===== src/rtl/de_morgan_pkg.sv =====
// Shared encodings for the De Morgan exhaustive sweep checker.
package de_morgan_pkg;

    typedef enum logic [1:0] {
        IDLE  = 2'd0,
        RUN   = 2'd1,
        FLUSH = 2'd2,
        DONE  = 2'd3
    } state_t;

    localparam logic LAW_NOR  = 1'b0;
    localparam logic LAW_NAND = 1'b1;

endpackage


===== src/rtl/de_morgan_eval.sv =====
// Combinational evaluation of one vector: direct form vs De Morgan form,
// with an optional single-bit corruption of the De Morgan side.
module de_morgan_eval
    import de_morgan_pkg::*;
#(
    parameter int W = 2
) (
    input  logic [W-1:0] a,
    input  logic [W-1:0] b,
    input  logic         law,
    input  logic         flip,
    output logic [W-1:0] lhs,
    output logic [W-1:0] rhs,
    output logic         match
);

    logic [W-1:0] rhs_raw;

    always_comb begin
        if (law == LAW_NAND) begin
            lhs     = ~(a & b);
            rhs_raw = ~a | ~b;
        end else begin
            lhs     = ~(a | b);
            rhs_raw = ~a & ~b;
        end
        rhs    = rhs_raw;
        rhs[0] = rhs_raw[0] ^ flip;
    end

    assign match = (lhs == rhs);

endmodule


===== src/rtl/de_morgan_sweep.sv =====
// Self-running exhaustive De Morgan checker: issues every {a,b} pair into a
// one-deep stage, evaluates it on the next edge, and tallies pass/fail.
module de_morgan_sweep
    import de_morgan_pkg::*;
#(
    parameter int W  = 2,
    parameter int CW = 2*W+1
) (
    input  logic            clk,
    input  logic            rst_n,
    input  logic            start,
    input  logic            abort,
    input  logic            law,
    input  logic            fault_en,
    input  logic [2*W-1:0]  fault_idx,
    output logic            busy,
    output logic            done,
    output logic [CW-1:0]   pass_cnt,
    output logic [CW-1:0]   fail_cnt,
    output logic            fail_seen,
    output logic [2*W-1:0]  first_fail
);

    state_t          state, state_nxt;
    logic [2*W-1:0]  idx, stg_idx, fault_idx_q;
    logic            stg_vld, law_q, fault_en_q;
    logic            go, last, flip, match;
    logic [W-1:0]    lhs, rhs;
    logic [2*W-1:0]  eval_unused;

    assign go   = (state == IDLE || state == DONE) && start && !abort;
    assign last = (idx == {(2*W){1'b1}});
    assign flip = fault_en_q && (stg_idx == fault_idx_q);

    assign busy = (state == RUN) || (state == FLUSH);
    assign done = (state == DONE);

    always_comb begin
        state_nxt = state;
        if (abort) begin
            state_nxt = IDLE;
        end else begin
            case (state)
                IDLE, DONE: if (start) state_nxt = RUN;
                RUN:        if (last)  state_nxt = FLUSH;
                FLUSH:      state_nxt = DONE;
                default:    state_nxt = IDLE;
            endcase
        end
    end

    always_ff @(posedge clk or negedge rst_n) begin
        if (!rst_n) state <= IDLE;
        else        state <= state_nxt;
    end

    de_morgan_eval #(.W(W)) u_eval (
        .a     (stg_idx[2*W-1:W]),
        .b     (stg_idx[W-1:0]),
        .law   (law_q),
        .flip  (flip),
        .lhs   (lhs),
        .rhs   (rhs),
        .match (match)
    );

    // Both forms are observable on the sub-module for debug; only match is tallied.
    assign eval_unused = {lhs, rhs};

    always_ff @(posedge clk or negedge rst_n) begin
        if (!rst_n) begin
            idx         <= '0;
            stg_idx     <= '0;
            stg_vld     <= 1'b0;
            law_q       <= 1'b0;
            fault_en_q  <= 1'b0;
            fault_idx_q <= '0;
            pass_cnt    <= '0;
            fail_cnt    <= '0;
            fail_seen   <= 1'b0;
            first_fail  <= '0;
        end else begin
            // Abort drops whatever sits in the stage without tallying it.
            stg_vld <= (state == RUN) && !abort;
            if (state == RUN && !abort) begin
                stg_idx <= idx;
                idx     <= idx + (2*W)'(1);
            end

            if (go) begin
                law_q       <= law;
                fault_en_q  <= fault_en;
                fault_idx_q <= fault_idx;
                idx         <= '0;
                pass_cnt    <= '0;
                fail_cnt    <= '0;
                fail_seen   <= 1'b0;
                first_fail  <= '0;
            end else if (stg_vld && !abort) begin
                if (match) begin
                    pass_cnt <= pass_cnt + CW'(1);
                end else begin
                    fail_cnt <= fail_cnt + CW'(1);
                    if (!fail_seen) begin
                        fail_seen  <= 1'b1;
                        first_fail <= stg_idx;
                    end
                end
            end
        end
    end

endmodule


===== config.mk =====
export PLATFORM = sky130hd
export DESIGN_NAME = de_morgan_sweep
export DESIGN_NICKNAME = d
export VERILOG_FILES = /design/src/rtl/de_morgan_pkg.sv /design/src/rtl/de_morgan_eval.sv /design/src/rtl/de_morgan_sweep.sv
export SDC_FILE = /design/constraint.sdc
export NUM_CORES = 1
export LEC_CHECK = 0
export CORE_ASPECT_RATIO = 1.4
export CORE_MARGIN = 5
export CORE_UTILIZATION = 47
export CTS_CLUSTER_DIAMETER = 120
export CTS_CLUSTER_SIZE = 25
export DETAILED_ROUTE_END_ITERATION = 10
export PLACE_DENSITY = 0.78
export SYNTH_ARGS = -nofsm -noshare
export SYNTH_HDL_FRONTEND = slang
export SYNTH_SLANG_ARGS = --single-unit

===== constraint.sdc =====
create_clock -name clk -period 1.73 [get_ports clk]
set_input_delay 0.4325 -clock clk [delete_from_list [all_inputs] [get_ports clk]]
set_output_delay 0.4325 -clock clk [all_outputs]
set_load 0.01 [all_outputs]

==> metrics.txt, run 1 <==
status finished, final reports clean; Via Count 1478; Yosys top cell by area dfrtp_1; CP endpoint kind primary output; Power, Total 3490 uW; worst hold path type flip-flop to flip-flop; Finished Layout Cells 261; Fill cells 250; port bufs 25; H-Tree Level Count 2; die span in y 79.4 um; Synth area leaders dfrtp_1, nand2_1, ha_1; max frequency 581 MHz; Main synth FF type dfrtp_1; Tmin final 1.72 ns; CORE AREA 0.00335 mm^2; Total Nets Final 236; first-pass GRT wire length 7220 um; fraction of layout cells with a size suffix above 1 24.9%; Buf/Inv on CP 1; # Max-Cap Violations 0; CP startpoint kind flip-flop; crit path max fanout 5; num ports 27; kind of critical path flip-flop to primary output; Final Skew 0.00439 ns; TritonCTS sink count 31; CTS buffer count 5; Die W 59.6 um; Sum Neg Setup Slack 0 ns; area occupied by multi-input gates 813 um^2; GRT overflow 0; 1st-pass router iterations 4; clock-pin slew on the worst setup and hold paths 0.07 ns; most common cell in the synthesized netlist nand2_1; Inserted Diodes 0; CTS root buf clkbuf_8; Power Density 1540 mW/mm^2; cells on worst reg2reg path 7; Clock Path Buffers 2; synth warn 0; cell breakdown of the critical path clkdlybuf4s50_1; synthesis-stage register bit count 31; Synth async-reset ratio 100%; routability cong. 0.809; Area Growth Syn to Fin 39.6%; drt initial violations 33; dpl hpwl 3060 um; Placed Instances 245; Synth Instances 166; Post-DRT Antenna Nets 0; largest net degree at the start of global routing 32; Worst Hold Depth 2; Netlist Area Pre-Place 0.00162 mm^2; vias in the first global route 1563; Starting Density 48.4%; Syn Nets 182; Seq/Total Area, Yosys 47.9%; DIE AREA 0.00474 mm^2; Crit-path slowest cell clkdlybuf4s50_1; EDFF count, synth 0; DR vias/cell 5.66; Synth top cells by count nand2_1, dfrtp_1, o21ai_0; Worst-Skew Late Latency 0.29 ns; Synth cell types 40; Global Route Usage Sum 20.2%; LEAKAGE 0.00107 uW; CTS tree yes; Final Max Slew Viols 0; Synth Area per Inst 9.75 um^2; WP data required 1.30 ns; relative slew slack 74.2%; final setup vio count 0; maximum vdd drop 1.06 mV; WL final 4270 um; DRC 0; Final Hold Vio Count 0; post-DR wirelength/cell 16.4 um; WP data arrival 1.29 ns; delay-heaviest family, CP buffers and inverters; register area 778 um^2; top-area cell type share of the netlist area 47.9%; cell depth of the worst setup path 1; Hold Buf Count CTS 0; worst-margin pin slew 0.387 ns; CP max stage delay 0.57 ns; Tcrit/Tclk final 99.5%; RSZ-0062 raised after global routing true; Row Count 25; initial antenna violation count 0
==> tightest hold or removal path, delay by kind of cell, from the launching register on <==
| family | cells | cell delay (ns) |
|---|---|---|
| DFF | 1 | 0.36 |
| and+or+nand+nor | 2 | 0.10 |
==> cells in the final DEF, fill, tap and decap left out, types with 2 or more instances in the layout <==
master and count:
dlymetal6s2s_1 3, buf_4 29, nand4_1 9, inv_1 2, clkdlybuf4s50_1 20, a21oi_1 6
nor2b_1 2, mux2i_1 4, o21ai_0 9, xor2_1 2, o211ai_1 2, mux2_2 4
clkbuf_8 6, a32oi_1 2, nand3_1 5, nor2_1 7, dfrtp_2 2, dfrtp_1 29
o311ai_0 2, nand2_1 34, ha_1 5, nand2b_1 3, nor3_1 3, xnor2_1 4
==> path summary, 6_finish.rpt <==
path                                                 start                    endpoint  slack [ns]
max in group asynchronous                            rst_n     pass_cnt[2]$_DFFE_PN0P_        0.89
worst min-delay path            fault_idx_q[1]$_DFFE_PN0N_  fault_idx_q[1]$_DFFE_PN0N_        0.50
worst min register to register  fault_idx_q[1]$_DFFE_PN0N_  fault_idx_q[1]$_DFFE_PN0N_        0.50
min in group asynchronous                            rst_n   first_fail[1]$_DFFE_PN0P_        0.53
worst max-delay path               fail_cnt[3]$_DFFE_PN0P_                 fail_cnt[3]       0.009
worst max register to register        state[1]$_DFFE_PN0P_     fail_cnt[3]$_DFFE_PN0P_        0.04
==> metal layers <==
layer / track usage (%) / share of wire [%] / up-vias
li1: - / - / 695
met1: 22.0 / 39 / 731
met2: 35.6 / 55 / 42
met3: 5.18 / 3.8 / 10
met4: 9.53 / 2.3 / 0
met5: 0 / 0 / -
==> power by group <==
group | internal [uW] | switching [uW] | total, uW
clock | 466 | 277 | 742
combinational | 789 | 819 | 1610
sequential | 922 | 216 | 1140
total | 2180 | 1310 | 3490
==> flip-flops by register name, summed over array words and instances (netlist names) <==
name / count
fail_cnt: 5
pass_cnt: 5
fault_idx_q: 4
first_fail: 4
idx: 4
stg_idx: 4
state: 2
fail_seen: 1
fault_en_q: 1
stg_vld: 1
==> per-stage QoR <==
stage	worst slack (ns)	utilization [%]	hold WS [ns]	instance area, um^2
2_1_floorplan	0.0874	-	0.137	1620
3_3_place_gp	-0.222	61.4	0.488	2060
3_5_place_dp	-0.285	61.4	0.488	2060
4_1_cts	0.00295	65.8	0.504	2200
5_1_grt	-0.0442	67.6	0.520	2260
6_report	0.00946	67.6	0.502	2260
==> kinds of logic (layout without fill, tap and decap cells) <==
logic type,after synthesis,count (layout),share of synthesized area [%]
simple gates,71,71,21.3
compound gates,32,32,13.4
flops,31,31,47.9
buf+inv,11,66,3.25
mux,8,8,5.25
xor+xnor,7,7,4.25
fa+ha+maj,6,6,4.64
==> final cells by class <==
type	instances	area share (%)
multi-input cells	124	36.0
clock inverters	2	1.55
well taps	40	2.21
flip-flops and latches	31	34.4
repair buffers	55	21.7
inverters	3	0.498
clock buffers	6	3.65
==> timing repair <==
action,CTS,global route
setup buffers,2,6
endpoints found under the setup margin,8,19
resized for setup,9,7
pin swaps,1,4
Power figures use the tool's default switching activity.
==> run 2: changes to the inputs <==
--- a/config.mk
+++ b/config.mk
@@ -11,7 +11,9 @@
 export CTS_CLUSTER_DIAMETER = 120
 export CTS_CLUSTER_SIZE = 25
 export DETAILED_ROUTE_END_ITERATION = 10
+export GPL_ROUTABILITY_DRIVEN = 0
 export PLACE_DENSITY = 0.78
+export RECOVER_POWER = 100
 export SYNTH_ARGS = -nofsm -noshare
 export SYNTH_HDL_FRONTEND = slang
 export SYNTH_SLANG_ARGS = --single-unit
==> run 2 against run 1 <==
Highest routed layer unchanged. Clock power barely moved. Critical endpoint unchanged. Sequential share of layout area rose by 0.52 points. Sequential power barely moved. First-iteration DRC count rose by 70%. Routed wire length fell by 0.47%. Register-to-register slack barely moved. Worst hold slack barely moved. Design area fell by 1.7%.
==> metrics.txt, run 2 (synthesis results as in run 1) <==
placed inst area 0.00206 mm^2 (unchanged); GRT overflow 0 (unchanged); Tmin final 1.72 ns (-0.00315 ns); Power, Total 3420 uW (-1.8%); Area Growth Syn to Fin 37.3%; LEAKAGE 0.00105 uW (-1.7%); die span in y 79.4 um (unchanged); Largest regs fail_cnt (5), pass_cnt (5); TritonCTS sink count 31 (unchanged); CTS buffer count 5 (unchanged); CP max stage delay 0.57 ns (about the same); largest net degree at the start of global routing 32 (unchanged); max frequency 582 MHz (+0.18%); Crit. Startpoint fail_cnt[3]$_DFFE_PN0P_; Worst-Skew Late Latency 0.28 ns (about the same); Final Skew 0.00423 ns (-0.000158 ns); clock share of power 21.7% (+0.4 points); worst-margin pin slew 0.755 ns (+0.368 ns); internal cell power 2130 uW (-2.2%); num ports 27 (unchanged); CTS root buf clkbuf_8; Final Max Slew Viols 0 (unchanged); sequential fraction of design power 33.2% (+0.6 points); Global Route Usage Sum 20.2% (unchanged); status finished, final reports clean; crit path max fanout 5 (unchanged); Row Count 25 (unchanged); Sum Neg Setup Slack 0 ns (unchanged); Buf/Inv on CP 1 (unchanged); DR vias/cell 5.58 (-1.4%); WP data required 1.30 ns (about the same); NetSw 1300 uW (-1.3%); initial antenna violation count 0 (unchanged); Inserted Diodes 0 (unchanged); port bufs 25 (unchanged); maximum vdd drop 1.06 mV (about the same); area occupied by multi-input gates 810 um^2 (-0.46%); most frequent cells in the layout nand2_1, dfrtp_1, buf_4; Hold Buf Count CTS 0 (unchanged); hold_sp fault_idx_q[1]$_DFFE_PN0N_; clock-pin slew on the worst setup and hold paths 0.07 ns (about the same); worst hold path type flip-flop to flip-flop; first-pass GRT wire length 7220 um (unchanged); Worst R2R Start state[1]$_DFFE_PN0P_; combinational share of power 45.1% (-1.0 points); Post-DRT Antenna Nets 0 (unchanged); delay-heaviest family, CP buffers and inverters; Via Count 1457 (-1.4%); Starting Density 48.4% (unchanged); dpl hpwl 3060 um (unchanged); 1st-pass router iterations 4 (unchanged); WL final 4250 um (-0.47%); commonest non-fill, non-tap cell in the layout nand2_1; relative slew slack 49.6% (-25 points); Total Nets Final 236 (unchanged); post-route cell area 0.00222 mm^2 (-1.7%); DIE AREA 0.00474 mm^2 (unchanged); Final Hold Vio Count 0 (unchanged); Clock Path Buffers 2 (unchanged); Power Density 1540 mW/mm^2 (-0.18%); Sw Share 37.8% (+0.22 points); kind of critical path flip-flop to primary output; Tcrit/Tclk final 99.3% (-0.18 points); drt initial violations 56 (+70%); # Max-Cap Violations 0 (unchanged); CORE AREA 0.00335 mm^2 (unchanged); CP startpoint kind flip-flop; DRC 0 (unchanged); register area 777 um^2 (-0.16%); fraction of layout cells with a size suffix above 1 22.2% (-2.7 points); vias in the first global route 1563 (unchanged); WP data arrival 1.28 ns (about the same); CP endpoint kind primary output; final setup vio count 0 (unchanged); post-DR wirelength/cell 16.3 um (-0.47%); final setup margin 0.0126 ns (+0.00315 ns); Crit-path slowest cell clkdlybuf4s50_1; Fill cells 259 (+3.6%); Die W 59.6 um (unchanged); cell breakdown of the critical path clkdlybuf4s50_1; CTS tree yes; H-Tree Level Count 2 (unchanged); Setup WS pre-CTS -0.285 ns (unchanged); RSZ-0062 raised after global routing true
[run 2: final timing paths]
kind,end,slack (ns),cells after the start
max,fail_cnt[3],0.01,1
max in group asynchronous,fail_cnt[0]$_DFFE_PN0P_,0.47,2
min,fault_idx_q[1]$_DFFE_PN0N_,0.50,2
min in group asynchronous,first_fail[1]$_DFFE_PN0P_,0.74,2
max reg2reg,fail_cnt[3]$_DFFE_PN0P_,0.04,7
min reg2reg,fault_idx_q[1]$_DFFE_PN0N_,0.50,2
[run 2: power groups by stage]
stage	clock network, uW	logic [uW]	registers (uW)
3_3_place_gp	0	1360	1140
5_1_grt	793	1690	1170
3_5_place_dp	0	1440	1160
6_report	741	1550	1140
4_1_cts	758	1500	1140
2_1_floorplan	0	781	1140
[run 2: stage by stage]
step                      hold WS (ns)  utilization, %  instances
after detailed placement         0.488            61.4        245
after CTS                        0.504            65.8        255
after floorplan                  0.137               -        166
after global routing             0.520            66.4        261
after global placement           0.488            61.4        245
final                            0.502            66.4        261
[run 2: worst min-delay path: stages, from the launching register on]
cell	delay, ns
dfrtp_1	0.36
nand2_1	0.05
nand2_1	0.05
[run 2: final cells by class]
class / instances / share of cell area (%)
clock buffers: 6 / 3.71
clock inverters: 2 / 1.58
inverters: 3 / 0.506
multi-input cells: 124 / 36.4
flip-flops and latches: 31 / 34.9
well taps: 40 / 2.25
repair buffers: 55 / 20.6
[run 2: repair_timing]
item                       4_1_cts  5_1_grt
pin swaps                        1        4
setup endpoints to repair        8       19
resized for setup                9        7
buffers inserted                 2        6
[run 2: layer usage]
metal | global-route usage, % | wire length (um) | vias up
met5 | 0 | 0 | -
met3 | 5.18 | 145 | 10
met4 | 9.53 | 99 | 0
li1 | - | - | 698
met1 | 22.0 | 1680 | 710
met2 | 35.6 | 2330 | 39
==> run 3: changes to the inputs <==
--- a/config.mk
+++ b/config.mk
@@ -17,3 +17,4 @@
 export SYNTH_ARGS = -nofsm -noshare
 export SYNTH_HDL_FRONTEND = slang
 export SYNTH_SLANG_ARGS = --single-unit
+export TNS_END_PERCENT = 1
==> run 3 against run 2 <==
Routed wire length down 2.5%. Clock-buffer cell count did not move. Clock skew is 0.0012 ns higher. Core utilization decreased by 0.22 points. Critical path depth increased by 2.
==> metrics.txt, run 3 (synthesis results as in run 1) <==
status finished, final reports clean; Final Max Slew Viols 0 (unchanged); Largest regs fail_cnt (5), pass_cnt (5); Post-DRT Antenna Nets 0 (unchanged); fraction of layout cells with a size suffix above 1 22.8% (+0.62 points); cells on worst reg2reg path 7 (unchanged); CTS root buf clkbuf_8; GRT overflow 0 (unchanged); reg2reg end fail_cnt[3]$_DFFE_PN0P_; commonest non-fill, non-tap cell in the layout nand2_1; port bufs 25 (unchanged); Tmin final 1.72 ns (+0.00232 ns); worst hold path type flip-flop to flip-flop; Worst-Skew Late Latency 0.29 ns (about the same); CORE AREA 0.00335 mm^2 (unchanged); CTS buffer count 5 (unchanged); Crit-path slowest cell dfrtp_1; CTS tree yes; TritonCTS sink count 31 (unchanged); DR vias/cell 5.67 (+1.5%); LEAKAGE 0.00107 uW (+1.3%); Worst Hold Depth 2 (unchanged); wire length on met3 182 um (+26%); Power Density 1520 mW/mm^2 (-1.1%); Hold Buf Count CTS 0 (unchanged); Fill cells 256 (-1.2%); Starting Density 48.4% (unchanged); initial antenna violation count 0 (unchanged); max frequency 581 MHz (-0.14%); Worst Hold End fault_idx_q[1]$_DFFE_PN0N_; DRC 0 (unchanged); DIE AREA 0.00474 mm^2 (unchanged); post-DR wirelength/cell 16.3 um (-0.18%); WP data required 1.30 ns (about the same); CP endpoint kind primary output; kind of critical path flip-flop to primary output; Final Skew 0.00543 ns (+0.00120 ns); clock-pin slew on the worst setup and hold paths 0.07 ns (about the same); WL final 4150 um (-2.5%); die span in y 79.4 um (unchanged); crit path max fanout 2 (-3); drt initial violations 38 (-32%); largest net degree at the start of global routing 32 (unchanged); WP data arrival 1.29 ns (about the same); Global Route Usage Sum 19.9% (-0.33 points); cell breakdown of the critical path ha_4 > inv_1 > dlygate4sd2_1; uppermost layer routed met4; Final Hold Vio Count 0 (unchanged); Worst R2R Start state[1]$_DFFE_PN0P_; Power, Total 3370 uW (-1.5%); DRT met1 WL 1550 um (-7.7%); Clock Path Buffers 2 (unchanged); H-Tree Level Count 2 (unchanged); WL met2 2310 um (-0.52%); worst-margin pin slew 0.759 ns (+0.00327 ns); CP max stage delay 0.42 ns (-0.15 ns); num ports 27 (unchanged); most frequent cells in the layout nand2_1, dfrtp_1, buf_4; Via Count 1445 (-0.82%); 1st-pass router iterations 4 (unchanged); # Max-Cap Violations 0 (unchanged); Tcrit/Tclk final 99.4% (+0.13 points); dpl hpwl 3060 um (unchanged); CP startpoint kind flip-flop; flop2flop setup slack 0.02 ns (-0.02 ns); Inserted Diodes 0 (unchanged); maximum vdd drop 1.05 mV (-0.29%); RSZ-0062 raised after global routing true; hold_sp fault_idx_q[1]$_DFFE_PN0N_; vias in the first global route 1554 (-0.58%); Die W 59.6 um (unchanged); Area Growth Syn to Fin 36.9%; first-pass GRT wire length 7100 um (-1.6%); Sum Neg Setup Slack 0 ns (unchanged); Row Count 25 (unchanged); relative slew slack 49.4% (-0.22 points); Total Nets Final 230 (-2.5%); final setup vio count 0 (unchanged)
-- run 3: worst max-delay path: cells and delay by family (launching register included) --
family	cells	cell delay [ns]
buffers and inverters	2	0.30
adder cells (fa/ha/maj)	1	0.28
flip-flops	1	0.42
-- run 3: how the worst max path moves through the flow --
stage,start,endpoint,slack (ns)
after global placement,abort,stg_idx[1]$_DFFE_PN0P_,-0.22
after global routing,state[1]$_DFFE_PN0P_,fail_cnt[3]$_DFFE_PN0P_,-0.08
final,state[0]$_DFFE_PN0P_,busy,0.01
after floorplan,state[0]$_DFFE_PN0P_,fail_cnt[3]$_DFFE_PN0P_,0.09
after CTS,state[1]$_DFFE_PN0P_,fail_cnt[3]$_DFFE_PN0P_,-0.04
after detailed placement,abort,first_fail[3]$_DFFE_PN0P_,-0.29
-- run 3: per-layer routing --
layer,vias up,track usage (%)
met5,-,0
met3,10,5.50
met2,40,34.7
met4,0,9.31
li1,686,-
met1,709,21.7
-- run 3: timing repair --
action                     CTS  global route
setup buffers                0             2
setup endpoints to repair    8            20
gates resized for setup      8             9
pin swaps                    0             3
-- run 3: stage by stage --
step                      hold WS [ns]  utilization (%)  instances  area [um^2]  worst slack [ns]
after detailed placement         0.488             61.4        245         2060            -0.285
final                            0.501             66.2        255         2220            0.0103
after floorplan                  0.137                -        166         1620            0.0874
after global placement           0.488             61.4        245         2060            -0.222
after global routing             0.520             66.2        255         2220           -0.0788
after CTS                        0.504             65.1        253         2180           -0.0430
-- run 3: report_power, final --
| part | switching (uW) | total (uW) | internal (uW) | leakage (uW) |
|---|---|---|---|---|
| logic | 770 | 1480 | 709 | 0.000600 |
| clock network | 276 | 742 | 466 | 0.0000612 |
| registers | 233 | 1150 | 921 | 0.000405 |
-- run 3: area by class of cell --
cell class	count	area (um^2)	share of cell area, %
multi-input combinational	124	813	36.7
sequential	31	778	35.1
timing repair buffer	49	445	20.1
clock buffer	6	82.6	3.73
tap	40	50.0	2.26
clock inverter	2	35.0	1.58
inverter	3	11.3	0.508
